**src/rtl/multicycle_ctrl_if.sv**
```systemverilog
// multicycle_ctrl_if: instruction-field, status and control bundle between the multicycle control FSM and its datapath
// master : the controller (reads opcode/funct3/funct7b5/zero/mem_ready, drives selects and enables)
// slave  : the datapath/memory side (the mirror image)
// ILLEGAL_TRAP_EN adds illegal_instr, driven by the controller
interface multicycle_ctrl_if;
  logic [6:0] opcode;
  logic [2:0] funct3;
  logic       funct7b5;
  logic       zero;
  logic       mem_ready;
  logic [1:0] imm_src;
  logic [1:0] alu_src_a;
  logic [1:0] alu_src_b;
  logic [2:0] alu_control;
  logic [1:0] result_src;
  logic       adr_src;
  logic       mem_req;
  logic       ir_write;
  logic       pc_write;
  logic       reg_write;
  logic       mem_write;
`ifdef ILLEGAL_TRAP_EN
  logic       illegal_instr;
  modport master (
    input  opcode, funct3, funct7b5, zero, mem_ready,
    output imm_src, alu_src_a, alu_src_b, alu_control, result_src,
           adr_src, mem_req, ir_write, pc_write, reg_write, mem_write, illegal_instr
  );
  modport slave (
    output opcode, funct3, funct7b5, zero, mem_ready,
    input  imm_src, alu_src_a, alu_src_b, alu_control, result_src,
           adr_src, mem_req, ir_write, pc_write, reg_write, mem_write, illegal_instr
  );
`else
  modport master (
    input  opcode, funct3, funct7b5, zero, mem_ready,
    output imm_src, alu_src_a, alu_src_b, alu_control, result_src,
           adr_src, mem_req, ir_write, pc_write, reg_write, mem_write
  );
  modport slave (
    output opcode, funct3, funct7b5, zero, mem_ready,
    input  imm_src, alu_src_a, alu_src_b, alu_control, result_src,
           adr_src, mem_req, ir_write, pc_write, reg_write, mem_write
  );
`endif
endinterface

```
**src/rtl/multicycle_ctrl.sv**
```systemverilog
// multicycle_ctrl: main control FSM of the multicycle RV32I core (shared ALU, unified memory port, ready stall)
// clk   : rising-edge core clock
// reset : asynchronous active-high, returns to FETCH and forces every output to 0 while high
// c     : multicycle_ctrl_if.master (instruction fields, zero, mem_ready in; selects and enables out)
// ILLEGAL_TRAP_EN : unknown opcodes park in TRAP (illegal_instr high) until reset instead of acting as a NOP
module multicycle_ctrl #(
  parameter logic [3:0] RESET_STATE_ENC = 4'd0
) (
  input logic               clk,
  input logic               reset,
  multicycle_ctrl_if.master c
);
  typedef enum logic [3:0] {
    FETCH    = RESET_STATE_ENC,
    DECODE   = RESET_STATE_ENC + 4'd1,
    MEMADR   = RESET_STATE_ENC + 4'd2,
    MEMREAD  = RESET_STATE_ENC + 4'd3,
    MEMWB    = RESET_STATE_ENC + 4'd4,
    MEMWRITE = RESET_STATE_ENC + 4'd5,
    EXEC_R   = RESET_STATE_ENC + 4'd6,
    EXEC_I   = RESET_STATE_ENC + 4'd7,
    ALUWB    = RESET_STATE_ENC + 4'd8,
    BEQ      = RESET_STATE_ENC + 4'd9,
    JAL      = RESET_STATE_ENC + 4'd10,
    TRAP     = RESET_STATE_ENC + 4'd11
  } state_t;
`ifdef ILLEGAL_TRAP_EN
  localparam state_t ILL_NEXT = TRAP;
`else
  localparam state_t ILL_NEXT = FETCH;
`endif
  state_t     state;
  state_t     dec_next;
  logic       live;
  logic [2:0] alu_dec;
  always_comb begin
    dec_next = (c.opcode == 7'b0000011 || c.opcode == 7'b0100011) ? MEMADR :
               c.opcode == 7'b0110011 ? EXEC_R :
               c.opcode == 7'b0010011 ? EXEC_I :
               c.opcode == 7'b1100011 ? BEQ :
               c.opcode == 7'b1101111 ? JAL : ILL_NEXT;
  end
  always_ff @(posedge clk or posedge reset)
    if (reset) state <= FETCH;
    else
      case (state)
        FETCH:    if (c.mem_ready) state <= DECODE;
        DECODE:   state <= dec_next;
        MEMADR:   state <= c.opcode[5] ? MEMWRITE : MEMREAD;
        MEMREAD:  if (c.mem_ready) state <= MEMWB;
        MEMWRITE: if (c.mem_ready) state <= FETCH;
        EXEC_R:   state <= ALUWB;
        EXEC_I:   state <= ALUWB;
        JAL:      state <= ALUWB;
        TRAP:     state <= TRAP;
        default:  state <= FETCH;
      endcase
  assign live = ~reset;
  // funct7b5 only selects sub for R-type; in I-type it is an immediate bit
  assign alu_dec = c.funct3 == 3'b000 ? {2'b00, (state == EXEC_R) & c.funct7b5} :
                   c.funct3 == 3'b010 ? 3'b101 :
                   c.funct3 == 3'b110 ? 3'b011 :
                   c.funct3 == 3'b111 ? 3'b010 : 3'b000;
  assign c.mem_req   = live & (state == FETCH || state == MEMREAD || state == MEMWRITE);
  assign c.ir_write  = live & (state == FETCH) & c.mem_ready;
  assign c.pc_write  = live & ((state == FETCH && c.mem_ready) || state == JAL || (state == BEQ && c.zero));
  assign c.reg_write = live & (state == MEMWB || state == ALUWB);
  assign c.mem_write = live & (state == MEMWRITE);
  assign c.adr_src   = live & (state == MEMREAD || state == MEMWRITE);
  assign c.alu_src_a = !live ? 2'b00 :
                       (state == DECODE || state == JAL) ? 2'b01 :
                       (state == MEMADR || state == EXEC_R || state == EXEC_I || state == BEQ) ? 2'b10 : 2'b00;
  assign c.alu_src_b = !live ? 2'b00 :
                       (state == FETCH || state == JAL) ? 2'b10 :
                       (state == DECODE || state == MEMADR || state == EXEC_I) ? 2'b01 : 2'b00;
  // opcode[5] separates sw (S immediate) from lw (I immediate) in MEMADR
  assign c.imm_src = !live ? 2'b00 :
                     state == DECODE ? 2'b10 :
                     state == MEMADR ? {1'b0, c.opcode[5]} : 2'b00;
  assign c.result_src = !live ? 2'b00 :
                        state == FETCH ? 2'b10 :
                        state == MEMWB ? 2'b01 : 2'b00;
  assign c.alu_control = !live ? 3'b000 :
                         state == BEQ ? 3'b001 :
                         (state == EXEC_R || state == EXEC_I) ? alu_dec : 3'b000;
`ifdef ILLEGAL_TRAP_EN
  assign c.illegal_instr = live & (state == TRAP);
`endif
endmodule
```
**src/flat_wrapper.sv**
```systemverilog
// flat-port wrapper written by rule: the top's interface ports become plain ports
module multicycle_ctrl_flat 
#(
  parameter logic [3:0] RESET_STATE_ENC = 4'd0
)
  (clk, reset, c_opcode, c_funct3, c_funct7b5, c_zero, c_mem_ready, c_imm_src, c_alu_src_a, c_alu_src_b, c_alu_control, c_result_src, c_adr_src, c_mem_req, c_ir_write, c_pc_write, c_reg_write, c_mem_write);
  multicycle_ctrl_if c_i ();
  input logic clk;
  input logic reset;
  input wire logic [$bits(c_i.opcode)-1:0] c_opcode;
  input wire logic [$bits(c_i.funct3)-1:0] c_funct3;
  input wire logic [$bits(c_i.funct7b5)-1:0] c_funct7b5;
  input wire logic [$bits(c_i.zero)-1:0] c_zero;
  input wire logic [$bits(c_i.mem_ready)-1:0] c_mem_ready;
  output wire logic [$bits(c_i.imm_src)-1:0] c_imm_src;
  output wire logic [$bits(c_i.alu_src_a)-1:0] c_alu_src_a;
  output wire logic [$bits(c_i.alu_src_b)-1:0] c_alu_src_b;
  output wire logic [$bits(c_i.alu_control)-1:0] c_alu_control;
  output wire logic [$bits(c_i.result_src)-1:0] c_result_src;
  output wire logic [$bits(c_i.adr_src)-1:0] c_adr_src;
  output wire logic [$bits(c_i.mem_req)-1:0] c_mem_req;
  output wire logic [$bits(c_i.ir_write)-1:0] c_ir_write;
  output wire logic [$bits(c_i.pc_write)-1:0] c_pc_write;
  output wire logic [$bits(c_i.reg_write)-1:0] c_reg_write;
  output wire logic [$bits(c_i.mem_write)-1:0] c_mem_write;
  assign c_i.opcode = c_opcode;
  assign c_i.funct3 = c_funct3;
  assign c_i.funct7b5 = c_funct7b5;
  assign c_i.zero = c_zero;
  assign c_i.mem_ready = c_mem_ready;
  assign c_imm_src = c_i.imm_src;
  assign c_alu_src_a = c_i.alu_src_a;
  assign c_alu_src_b = c_i.alu_src_b;
  assign c_alu_control = c_i.alu_control;
  assign c_result_src = c_i.result_src;
  assign c_adr_src = c_i.adr_src;
  assign c_mem_req = c_i.mem_req;
  assign c_ir_write = c_i.ir_write;
  assign c_pc_write = c_i.pc_write;
  assign c_reg_write = c_i.reg_write;
  assign c_mem_write = c_i.mem_write;
  multicycle_ctrl #(.RESET_STATE_ENC(RESET_STATE_ENC)) u_core (.clk(clk), .reset(reset), .c(c_i));
endmodule
```
**config.mk**
```make
export PLATFORM = sky130hd
export DESIGN_NAME = multicycle_ctrl_flat
export DESIGN_NICKNAME = d
export VERILOG_FILES = /design/src/rtl/multicycle_ctrl_if.sv /design/src/rtl/multicycle_ctrl.sv /design/src/flat_wrapper.sv
export SDC_FILE = /design/constraint.sdc
export NUM_CORES = 1
export LEC_CHECK = 0
export ABC_AREA = 0
export BUFFER_PORTS_ARGS = -buffer_cell sky130_fd_sc_hd__buf_4
export CAP_MARGIN = 20
export CORE_MARGIN = 3
export CORE_UTILIZATION = 39
export DETAILED_ROUTE_END_ITERATION = 10
export PLACE_DENSITY = 0.73
export SLEW_MARGIN = 10
export SYNTH_ARGS = -nofsm -noshare
export SYNTH_HDL_FRONTEND = slang
export SYNTH_SLANG_ARGS = --single-unit
export TNS_END_PERCENT = 50
```
**constraint.sdc**
```tcl
create_clock -name clk -period 1.2 [get_ports clk]
set_input_delay 0.24 -clock clk [delete_from_list [all_inputs] [get_ports clk]]
set_output_delay 0.24 -clock clk [all_outputs]
set_load 0.02 [all_outputs]
```
Yosys cells after proc, flatten, opt, wreduce, memory -nomap -nowiden
Index checks and enable logic that the tools add are counted.

storage, ports and cells
  register bits after elaboration = 4
  input port bits = 15

cells by class
  bitwise gates (word level) = 9
  equality and inequality tests = 23
  reduce and logical (&&, ||, !) cells = 21
  mux-type cells = 29

operators with widths
  cell                                                 number
  2-to-1 mux 4 bit                                     8
  case mux 4 bit (7 select lines)                      1
  2-to-1 mux 3 bit                                     7
  2-to-1 mux 2 bit                                     10
  equality test 4 x 3 -> 1 bit, second input constant  4
  equality test 4 bit, second input constant           4
  logical OR 1 bit                                     15
  equality test 7 x 6 -> 1 bit, second input constant  2
  equality test 7 bit, second input constant           2
  bitwise AND 1 bit                                    8
  equality test 4 x 2 -> 1 bit, second input constant  2
  equality test 7 x 2 -> 1 bit, second input constant  1
  equality test 7 x 5 -> 1 bit, second input constant  1
  equality test 3 bit, second input constant           2
  inequality test 2 bit, second input constant         3
  equality test 4 x 1 -> 1 bit, second input constant  1
  logical NOT 4 bit                                    1
  equality test 3 x 2 -> 1 bit, second input constant  1
  logical NOT 3 bit                                    1
  2-to-1 mux 1 bit                                     3
  AND reduction 3 bit                                  1
  OR reduction 3 bit                                   1
  logical AND 1 bit                                    2
  inverter 1 bit                                       1

Logic depth before layout (Yosys ltp)
Gate-level depths: netlist of the first run.

  word-level depth = 8
  depth in mapped cells = 5

Worst setup path after synthesis of the first run
No wires, ideal clock.

  kind = register to output
  from = register u_core.state[1]
  to = output port c_alu_src_b[0]
  cell stages (with the launch flop) = 4
  arrival time = 1.854 ns
  slack = -0.894 ns
  data required time = 0.960 ns
  path through = dfrtp_1 and2b_1 nor3_1 a2111oi_0

on the way
  cells in the longest elaborated chain, start to end = 6
  elaborated cells between the ends (all ways) = 11

ends and longest elaborated chain
  element                                                                              RTL line               text
  start: declaration                                                                   multicycle_ctrl.sv:32  state_t state;
  start signal: assignment                                                             multicycle_ctrl.sv:48  DECODE: state <= dec_next;
  start signal: assignment                                                             multicycle_ctrl.sv:49  MEMADR: state <= c.opcode[5] ? MEMWRITE : MEMREAD;
  equality test 4 x 1 -> 1 bit / equality test 4 x 2 -> 1 bit (equally long branches)  multicycle_ctrl.sv:75  (state == DECODE || state == MEMADR || state == EXEC_I) ? 2'b01 : 2'b00;
  logical OR 1 bit (2 in series)                                                       multicycle_ctrl.sv:75
  2-to-1 mux 1 bit                                                                     multicycle_ctrl.sv:75
  2-to-1 mux 2 bit *                                                                   multicycle_ctrl.sv:74  (state == FETCH || state == JAL) ? 2'b10 :
  2-to-1 mux 2 bit *                                                                   multicycle_ctrl.sv:73  assign c.alu_src_b = !live ? 2'b00 :
  end: declaration                                                                     flat_wrapper.sv:17     output wire logic [$bits(c_i.alu_src_b)-1:0] c_alu_src_b;

Mark *: on every way between the ends. The rest lies on a longest branch, timed or not.

Worst setup path after layout of the first run
  from = register u_core.state[0]
  to = output port c_pc_write

on the way
  cells in the longest elaborated chain, start to end = 5
  elaborated cells between the ends (all ways) = 8

ends and longest elaborated chain
  element              RTL line               text
  logical NOT 4 bit    multicycle_ctrl.sv:66  assign c.pc_write = live & ((state == FETCH && c.mem_ready) || state == JAL || (state == BEQ && c.zero));
  logical AND 1 bit    multicycle_ctrl.sv:66
  logical OR 1 bit     multicycle_ctrl.sv:66
  logical OR 1 bit *   multicycle_ctrl.sv:66
  bitwise AND 1 bit *  multicycle_ctrl.sv:66
  end: declaration     flat_wrapper.sv:23     output wire logic [$bits(c_i.pc_write)-1:0] c_pc_write;

Marks and branches as above.

==> results.md, run 1 <==
- Outcome: complete, but fails checks
- Failing checks: setup timing
- Syn. warnings: 0
- Final antenna-violating net count: 0
- Worst Tran Pin Value: 0.2381 ns
- RR Startpoint: u_core.state[3]
- Hold Crit Class: in -> async
- Via-to-Cell Ratio: around 6.4
- Die height: roughly 46 µm
- Crit path kind: reg -> out
- Startpoint types: flip-flop
- Row cnt: 13
- Number of global-route vias before repair: approximately 1100
- Setup Skew: 0.004931 ns
- Max VDD drop: 933.5 µV
- Most flop-heavy register: u_core.state
- Slowest-stage cell, CP: dfrtp_2
- Clk_lat worst skew: roughly 0.24 ns
- Layout area overhead: 110.6%
- Unrepaired setup endpoints after global routing: true
- Cell family with most CP delay: flip-flops
- WL/cell: 20.70 µm
- Fin crit share: 145.4%
- Distinct cells, synth: 39
- Initial DRC count: between 50 and 60
- Share of cells above drive strength 1: around 63%
- Worst Setup SP: u_core.state[0]
- Initial Utilization: 44.52%
- Root Driver: clkbuf_4
- Sequential-to-total area share from yosys stat: 16.26%
- Max reg flops: 4
- Worst-path cell chain: and2b_2, buf_4, a32oi_2, nor3_2, buf_4
- Nets@finish: around 170
- Final core utilization: between 90 and 100%
- First-pass GRT wire length: 4968 µm
- Crit path DAT: 1.50 ns
- Core area: between 1000 and 1500 µm²
- CP peak stage delay: around 0.44 ns
- CP endpoint kind: output port
- GRT Util Overall: between 30 and 40%
- Most frequent CP cell: buf_4
- Worst reg-to-reg path cell count: 6
- Max clock buf depth: 2
- Clock Pin Slew Worst Setup and Hold Paths: 0.04 ns
- Grt ovf: 0
- Cts bufs inserted: 3
- H-tree depth: 1
- Post-Syn Area: ~600 µm²
- Placer Congestion: 0.9456
- Hpwl dp: between 1500 and 2000 µm
- FMAX: around 0.57 GHz
- Layout fillers: 48
- Initial antenna violation count: 0
- Setup-failing EPs final: 21
- Final Hold Fails: 0
- Die Wd: between 40 and 50 µm
- Max-cap violation count: 0
- Slew margin rel.: around 84%
- Power per cell area: roughly 1300 nW/µm²
- Detailed-router iteration count before antenna repair: 4
- Leading cell type in the layout, fill and taps excluded: buf_4
- Via count: 1069
- Min Clock Period, post-route: 1.745 ns
- Die area: around 2100 µm²
- Crit Path Max Fanout: 5
- Biggest regs: u_core.state x4
- # diodes: 0
- Port Buffers: 31
- Clk sink count: 4
- Synth Net Count: 107
- # placed instances: about 160
- Mean Syn Cell Area: roughly 6.7 µm²
- Post-Syn Instances: slightly above 90
- CTS tree: built
- Number of top-level pins: 32
- Layout Cells excl Fill: 167
- Number of synthesized flops with an enable pin: 0
- Synth Flop Type: dfrtp_1
- Worst path depth: 5
- CP Data Required Time: ~0.96 ns
- Crit path buffers/inverters: 2
- Largest net degree at the start of global routing: 12
- Max Slew Vio Count: 0
- Number of synthesized register bits: 4
- Commonest cells after routing, fill and taps aside: buf_4 (55), nor2_1 (7), buf_6 (7)
- DRC viols: 0
- Ys async rst share: 100.0%
- Total power: roughly 1.6 mW
- Routed WL: around 3500 µm
- Dpl ws: -0.3031 ns
- Setup WS post-layout: -0.5449 ns
- Leakage power: around 0.6 nW
==> metrics by stage <==
step | setup TNS [ns] | hold slack (ns) | cell area [µm²]
global route | -9.582 | 0.1023 | 1296
finish | -8.810 | 0.1088 | 1296
global placement | -3.967 | 0.2887 | 1142
CTS | -7.600 | 0.07577 | 1249
detailed placement | -4.474 | 0.2963 | 1142
floorplan | -3.451 | 0.3812 | 725.7
==> path summary, 6_finish.rpt <==
check                      slack (ns)               to
max                             -0.54       c_pc_write
min                              0.11  u_core.state[1]
max reg2reg                     -0.45  u_core.state[2]
min reg2reg                      0.70  u_core.state[2]
max in group asynchronous        0.97  u_core.state[3]
min in group clk                 0.34  u_core.state[0]
==> worst min-delay path: cells and delay by family <==
family	cells	cell delay [ns]
buffers and inverters	3	0.42
==> area by class of cell <==
class | instances | area (µm²) | share of cell area [%]
Clock buffer | 3 | 22.52 | 1.737
Inverter | 5 | 18.77 | 1.448
Multi-Input combinational cell | 77 | 621.8 | 47.97
Sequential cell | 4 | 102.6 | 7.915
Tap cell | 15 | 18.77 | 1.448
Timing Repair Buffer | 63 | 511.7 | 39.48
==> what timing repair did <==
action	4_1_cts	5_1_grt
setup endpoints to repair	21	21
setup buffers	3	2
resized for setup	15	9
hold buffers	0	0
pin swaps	8	5
==> cell usage after synthesis (all sizes together), types with 2 or more instances <==
cell	count	area share [%]
nor2	11	6.7
a21oi	9	7.3
nand2	7	4.3
and3	5	5.1
buf	5	5.5
inv	5	3.0
nor3	5	4.1
o21ai	5	4.1
dfrtp	4	16
nand2b	4	5.3
nand3	3	2.4
a22oi	2	2.4
nor2b	2	2.0
o21a	2	2.4
or3	2	2.0
==> per-layer routing <==
| metal | GRT usage (%) | share of wire (%) |
|---|---|---|
| met1 | 38.76 | 37 |
| met2 | 58.50 | 47 |
| met3 | 6.324 | 11 |
| met4 | 15.91 | 5.7 |
| met5 | 0 | 0 |
==> power by group <==
group / switching (mW) / total, mW / internal, mW
Combinational: 0.649 / 1.26 / 0.607
Sequential: 0.0381 / 0.199 / 0.161
Clock: 0.0598 / 0.172 / 0.112
==> kinds of logic (layout without fill, tap and decap cells) <==
group / after synthesis / count (layout) / share of synthesized area, %
XOR/XNOR: 1 / 1 / 1.423
AND/OR/NAND/NOR: 49 / 49 / 44.92
flip-flops: 4 / 4 / 16.26
AO/OA/AOI/OAI: 27 / 27 / 28.25
buffers and inverters: 11 / 71 / 9.146
No activity file was read; power rests on OpenSTA's default activity.
==> run 2: changes to the inputs <==
ABC_AREA = unset   (was 0)
PLACE_DENSITY = unset   (was 0.73)
PLACE_DENSITY_LB_ADDON = 0.05   (was unset)
==> run 2 against run 1 <==
Compared with the run above: the run still ends with setup timing left; register-to-register slack gained 0.04 ns; non-clock buffer count is 4 lower; flip-flop and latch count unchanged; via count decreased by 0.56%; wire length fell by 5.6%; clock power is 9.9% higher; total power rose by 1.3%; critical path type unchanged; largest cell class unchanged.
==> results.md, run 2 (synthesized netlist as in run 1, its figures left out) <==
- Hold Crit Class: in -> async
- Layout Cells excl Fill: between 150 and 200
- Max Slew Vio Count: 0
- Detailed-router iteration count before antenna repair: 5
- Slew margin rel.: 78.36%
- Layout area overhead: 112.4%
- Met1 Use GR: 28.67%
- Most frequent CP cell: buf_6
- Final Hold Fails: 0
- Leakage power: ~0.60 nW
- CTS tree: built
- Clk sink count: 4
- GRT Util Overall: around 28%
- Unrepaired setup endpoints after global routing: true
- Initial antenna violation count: 0
- Crit path DAT: between 1.5 and 2 ns
- Max VDD drop: between 800 and 900 µV
- Most flop-heavy register: u_core.state
- Nets@finish: about 170
- Core area: around 1400 µm²
- Fin crit share: 149.1%
- Die area: about 2100 µm²
- Final antenna-violating net count: 0
- Crit path buffers/inverters: 2
- Initial DRC count: approximately 80
- GR met2 Demand/Resource: a little under three fifths
- Biggest regs: u_core.state x4
- Via count: between 1000 and 1500
- Crit path kind: reg -> out
- Cts bufs inserted: 3
- First-pass GRT wire length: around 4200 µm
- GR peak layer: met2
- Row cnt: 13
- Crit Path Max Fanout: 3
- Post-CTS Hold Buffers: 0
- Largest net degree at the start of global routing: 13
- Final instance area: between 1000 and 1500 µm²
- Min Clock Period, post-route: about 1.8 ns
- Max-cap violation count: 0
- Max clock buf depth: 2
- Dpl ws: -0.3681 ns
- Root Driver: clkbuf_4
- WHS: just under 0.08 ns
- Share of cells above drive strength 1: 62.16%
- Via-to-Cell Ratio: 6.521
- Worst-path cell chain: buf_6, nor2b_4, and3b_1, o2111ai_2, a21oi_2, buf_6
- Setup-failing EPs final: 21
- # placed instances: about 160
- Leading cell type in the layout, fill and taps excluded: buf_4
- Hpwl dp: roughly 1800 µm
- Routed WL: 3263 µm
- Area after DPL: 1112 µm²
- Die height: about 46 µm
- Die Wd: between 40 and 50 µm
- Worst Tran Pin Value: between 0.3 and 0.4 ns
- Number of top-level pins: 32
- Clk_lat worst skew: between 0.2 and 0.3 ns
- Slowest-stage cell, CP: dfrtp_1
- Commonest cells after routing, fill and taps aside: buf_4 (44), buf_6 (13), nor2_1 (8)
- Setup TNS: -9.329 ns
- CP Data Required Time: 0.96 ns
- H-tree depth: 1
- Port Buffers: 31
- CP peak stage delay: around 0.40 ns
- CP endpoint kind: output port
- GR Util met3: roughly 3.6%
- DRC viols: 0
- WL/cell: roughly 20 µm
- Startpoint types: flip-flop
- Failing checks: setup timing
- Initial Utilization: about 45%
- Cell family with most CP delay: flip-flops
- Setup Skew: 0.01142 ns
- Clock Pin Slew Worst Setup and Hold Paths: 0.05 ns
- FMAX: 0.5589 GHz
- Grt ovf: 0
- Power per cell area: 1260 nW/µm²
- # diodes: 0
- Setup WS post-layout: -0.5894 ns
- Number of global-route vias before repair: 969
- Max reg flops: 4
- Placer Congestion: around 0.9
- Outcome: complete, but fails checks
[run 2: final cells by class]
cell class | instances | area (µm²)
multi-input cells | 77 | 634.4
repair buffers | 59 | 511.7
flip-flops and latches | 4 | 101.3
fillers | 42 | 75.07
clock buffers | 3 | 22.52
inverters | 5 | 18.77
well taps | 15 | 18.77
[run 2: metrics by stage]
step                      util (%)  total power [mW]
after global placement       80.45             1.100
after CTS                    90.41             1.469
final                        94.57             1.647
after detailed placement     80.45             1.116
after global routing         94.57             1.684
after floorplan                  -            0.7385
[run 2: worst paths after layout]
path	end	depth (start not counted)	slack (ns)	startpoint
worst max-delay path	c_alu_control[0]	6	-0.59	u_core.state[0]
worst min register to register	u_core.state[3]	3	0.81	u_core.state[2]
max in group asynchronous	u_core.state[2]	3	1.00	reset
worst max register to register	u_core.state[2]	6	-0.41	u_core.state[3]
worst min-delay path	u_core.state[0]	3	0.08	reset
min in group clk	u_core.state[0]	4	0.37	c_opcode[3]
[run 2: what timing repair did]
item	CTS	global route
endpoints found under the setup margin	21	21
hold endpoints to repair	0	0
pin swaps	9	6
buffers inserted	3	2
resized for setup	25	11
[run 2: power by group]
part / total [mW] / switching [mW] / internal (mW)
logic: 1.27 / 0.674 / 0.599
registers: 0.185 / 0.0273 / 0.158
clock network: 0.189 / 0.0757 / 0.113
total: 1.65 / 0.777 / 0.870
[run 2: worst reg2reg max path, stage by stage, from the launching register on]
cell and delay (ns):
dfrtp_2 0.48, buf_6 0.16, buf_6 0.11, and4bb_2 0.33, nand4b_1 0.12, a22o_1 0.23
o31ai_1 0.07
[run 2: per-layer routing]
layer | share of wire, % | up-vias
li1 | - | 456
met1 | 35 | 465
met2 | 47 | 108
met3 | 11 | 34
met4 | 6.9 | 0
met5 | 0 | -
==> run 3: changes to the inputs <==
ABC_AREA = 1   (was unset)
==> run 3 against run 2 <==
Compared with the run above: first-iteration DRC count down 17%; non-clock buffer count fell by 2; maximum frequency grew 2.2%; synthesized cell count rose by 14%; count of clock-buffer cells in the layout increased by 1; global-route usage fell by 2.6 points; critical path depth is 2 higher; highest routed layer unchanged; combinational power shrank 92%; the run still ends with setup timing left; clock skew fell by 0.0057 ns; cell count rose by 10%; clock power is 9.5% higher.
==> results.md, run 3 <==
- Startpoint types: flip-flop
- Biggest regs: u_core.state x4
- Simple-gate share of the synthesized area: approximately 53%
- Die height: around 45 µm
- First-pass GRT wire length: around 3700 µm
- Area leader, netlist: nand2_1
- Synth Area in Adders: 0%
- Cts bufs inserted: 3
- Layout area overhead: 115.0%
- Max VDD drop: 517.1 µV
- Area after DPL: ~1100 µm²
- Worst path depth: 8
- Grt ovf: 0
- Core area: 1350 µm²
- FMAX: 0.5709 GHz
- CP Data Required Time: 0.96 ns
- Row cnt: 13
- Routed WL: roughly 3100 µm
- Initial Utilization: between 40% and 50%
- Synth Flop Type: dfrtp_1
- Via count: around 1000
- CP peak stage delay: between 0.4 and 0.5 ns
- Crit path buffers/inverters: 2
- CP endpoint kind: output port
- Synth Net Count: 120
- Nets@finish: around 180
- Met1 Use GR: about a quarter
- Cell family with most CP delay: flip-flops
- Post-Synth XOR/XNOR Area: 0%
- Hold Crit Class: in -> async
- Crit path DAT: 1.51 ns
- Area share of the largest cell type after synthesis: between 15 and 20%
- Crit path kind: reg -> out
- Clk_lat worst skew: 0.25 ns
- # placed instances: approximately 170
- Dpl ws: -0.2222 ns
- Syn. warnings: 0
- Synth top cells by count: nand2_1 (28), inv_1 (14), nor2_1 (12)
- Max Slew Vio Count: 0
- Hpwl dp: roughly 1700 µm
- Placer Congestion: around 0.94
- Via-to-Cell Ratio: around 5.5
- Crit Path Max Fanout: 3
- Leading cell type in the layout, fill and taps excluded: buf_4
- Number of synthesized register bits: 4
- Setup Skew: about 0.0057 ns
- CTS tree: built
- Post-Syn Area: 584.3 µm²
- Fin crit share: 146.0%
- Final instance area: approximately 1300 µm²
- Root Driver: clkbuf_4
- Largest net degree at the start of global routing: 15
- Compound-Gate Fraction of Synth Area: 15.63%
- Final Hold Fails: 0
- Unrepaired setup endpoints after global routing: true
- Setup WS post-layout: -0.5516 ns
- Number of global-route vias before repair: 882
- Total power: 0.4460 mW
- Post-Syn Instances: approximately 110
- Leakage power: 0.6480 nW
- Failing checks: setup timing
- H-tree depth: 1
- Distinct cells, synth: 23
- Clk sink count: 4
- Post-CTS Hold Buffers: 0
- Mean Syn Cell Area: around 5.6 µm²
- Min Clock Period, post-route: 1.752 ns
- Sequential-to-total area share from yosys stat: 17.13%
- Cell with the most instances after synthesis: nand2_1
- Outcome: complete, but fails checks
- Initial antenna violation count: 0
- WL/cell: ~17 µm
- Max clock buf depth: 2
- Final antenna-violating net count: 0
- # diodes: 0
- Layout Cells excl Fill: 180
- Number of top-level pins: 32
- Slew margin rel.: roughly four fifths
- Ys async rst share: 100.0%
- Mux contribution to synthesized area: 0%
- Power per cell area: between 300 and 400 nW/µm²
- Die area: 1999 µm²
- GR met2 Demand/Resource: about 48%
- Commonest cells after routing, fill and taps aside: buf_4 (50), nand2_1 (21), inv_1 (13)
- Share of cells above drive strength 1: ~64%
- Slowest-stage cell, CP: dfrtp_2
- WHS: about 0.18 ns
- Max-cap violation count: 0
- GR Util met3: between 5 and 6%
- Number of synthesized flops with an enable pin: 0
- Final core utilization: 93.05%
- Main combinational cell family by area after synthesis: simple AND/OR/NAND/NOR gates
- Die Wd: between 40 and 50 µm
- Synth area leaders: nand2_1 (18%), dfrtp_1 (17%), inv_1 (9.0%)
- Worst reg-to-reg path cell count: 9
- Worst Tran Pin Value: approximately 0.29 ns
- GRT Util Overall: about 25%
- Setup TNS: -9.061 ns
- Max reg flops: 4
- Detailed-router iteration count before antenna repair: 5
- Worst-path cell chain: inv_2, nand2_2, nor2_1, nand2_1, nand2_1, nand2_2, a21oi_4, buf_6
- Clock Pin Slew Worst Setup and Hold Paths: 0.05 ns
- Port Buffers: 31
- Initial DRC count: 65
- Most flop-heavy register: u_core.state
- GR peak layer: met2
- DRC viols: 0
- Setup-failing EPs final: 21
==> run 3: changes by cell type after synthesis, sizes merged, moves of 2 or more <==
cell,change
and3,-5
inv,+16
nor2,+5
nand2b,-4
nand2,+25
nor3,-3
a21oi,-4
a22oi,-2
buf,-5
or3,-2
nand3,+8
a31oi,+2
nor2b,-2
==> run 3: what timing repair did <==
action                                 4_1_cts  5_1_grt
resized for setup                           17        7
pin swaps                                    6        3
endpoints found under the hold margin        0        0
setup endpoints to repair                   21       21
buffers inserted                             4        4
==> run 3: worst paths after layout <==
path | slack, ns | to | startpoint
max | -0.55 | c_alu_control[0] | u_core.state[3]
min | 0.18 | u_core.state[3] | reset
max reg2reg | -0.39 | u_core.state[0] | u_core.state[3]
min reg2reg | 0.74 | u_core.state[0] | u_core.state[0]
max in group asynchronous | 0.89 | u_core.state[0] | reset
min in group clk | 0.37 | u_core.state[0] | c_mem_ready
==> run 3: where the power goes <==
part | switching [mW] | internal (mW) | total [mW]
clock | 0.0801 | 0.126 | 0.207
combinational | 0.0609 | 0.0434 | 0.104
sequential | 0 | 0.135 | 0.135
total | 0.141 | 0.305 | 0.446
==> run 3: tightest hold or removal path: cells and delay by family <==
| family | cells | cell delay, ns |
|---|---|---|
| buffers and inverters | 3 | 0.52 |
==> run 3: cells by family after synthesis <==
family                 after synthesis
AO/OA/AOI/OAI                       15
buffers and inverters               22
flip-flops                           4
AND/OR/NAND/NOR                     64
==> run 3: final cells by class <==
type                       count  area (µm²)
inverter                      21       83.83
multi-input combinational     79       568.0
tap                           15       18.77
clock buffer                   4       26.28
fill                          54       93.84
timing repair buffer          57       454.2
sequential                     4       105.1
==> run 3: layer usage <==
layer | part of all wire [%] | up-vias
li1 | - | 455
met1 | 36 | 444
met2 | 52 | 77
met3 | 7.4 | 21
met4 | 4.3 | 0
met5 | 0 | -
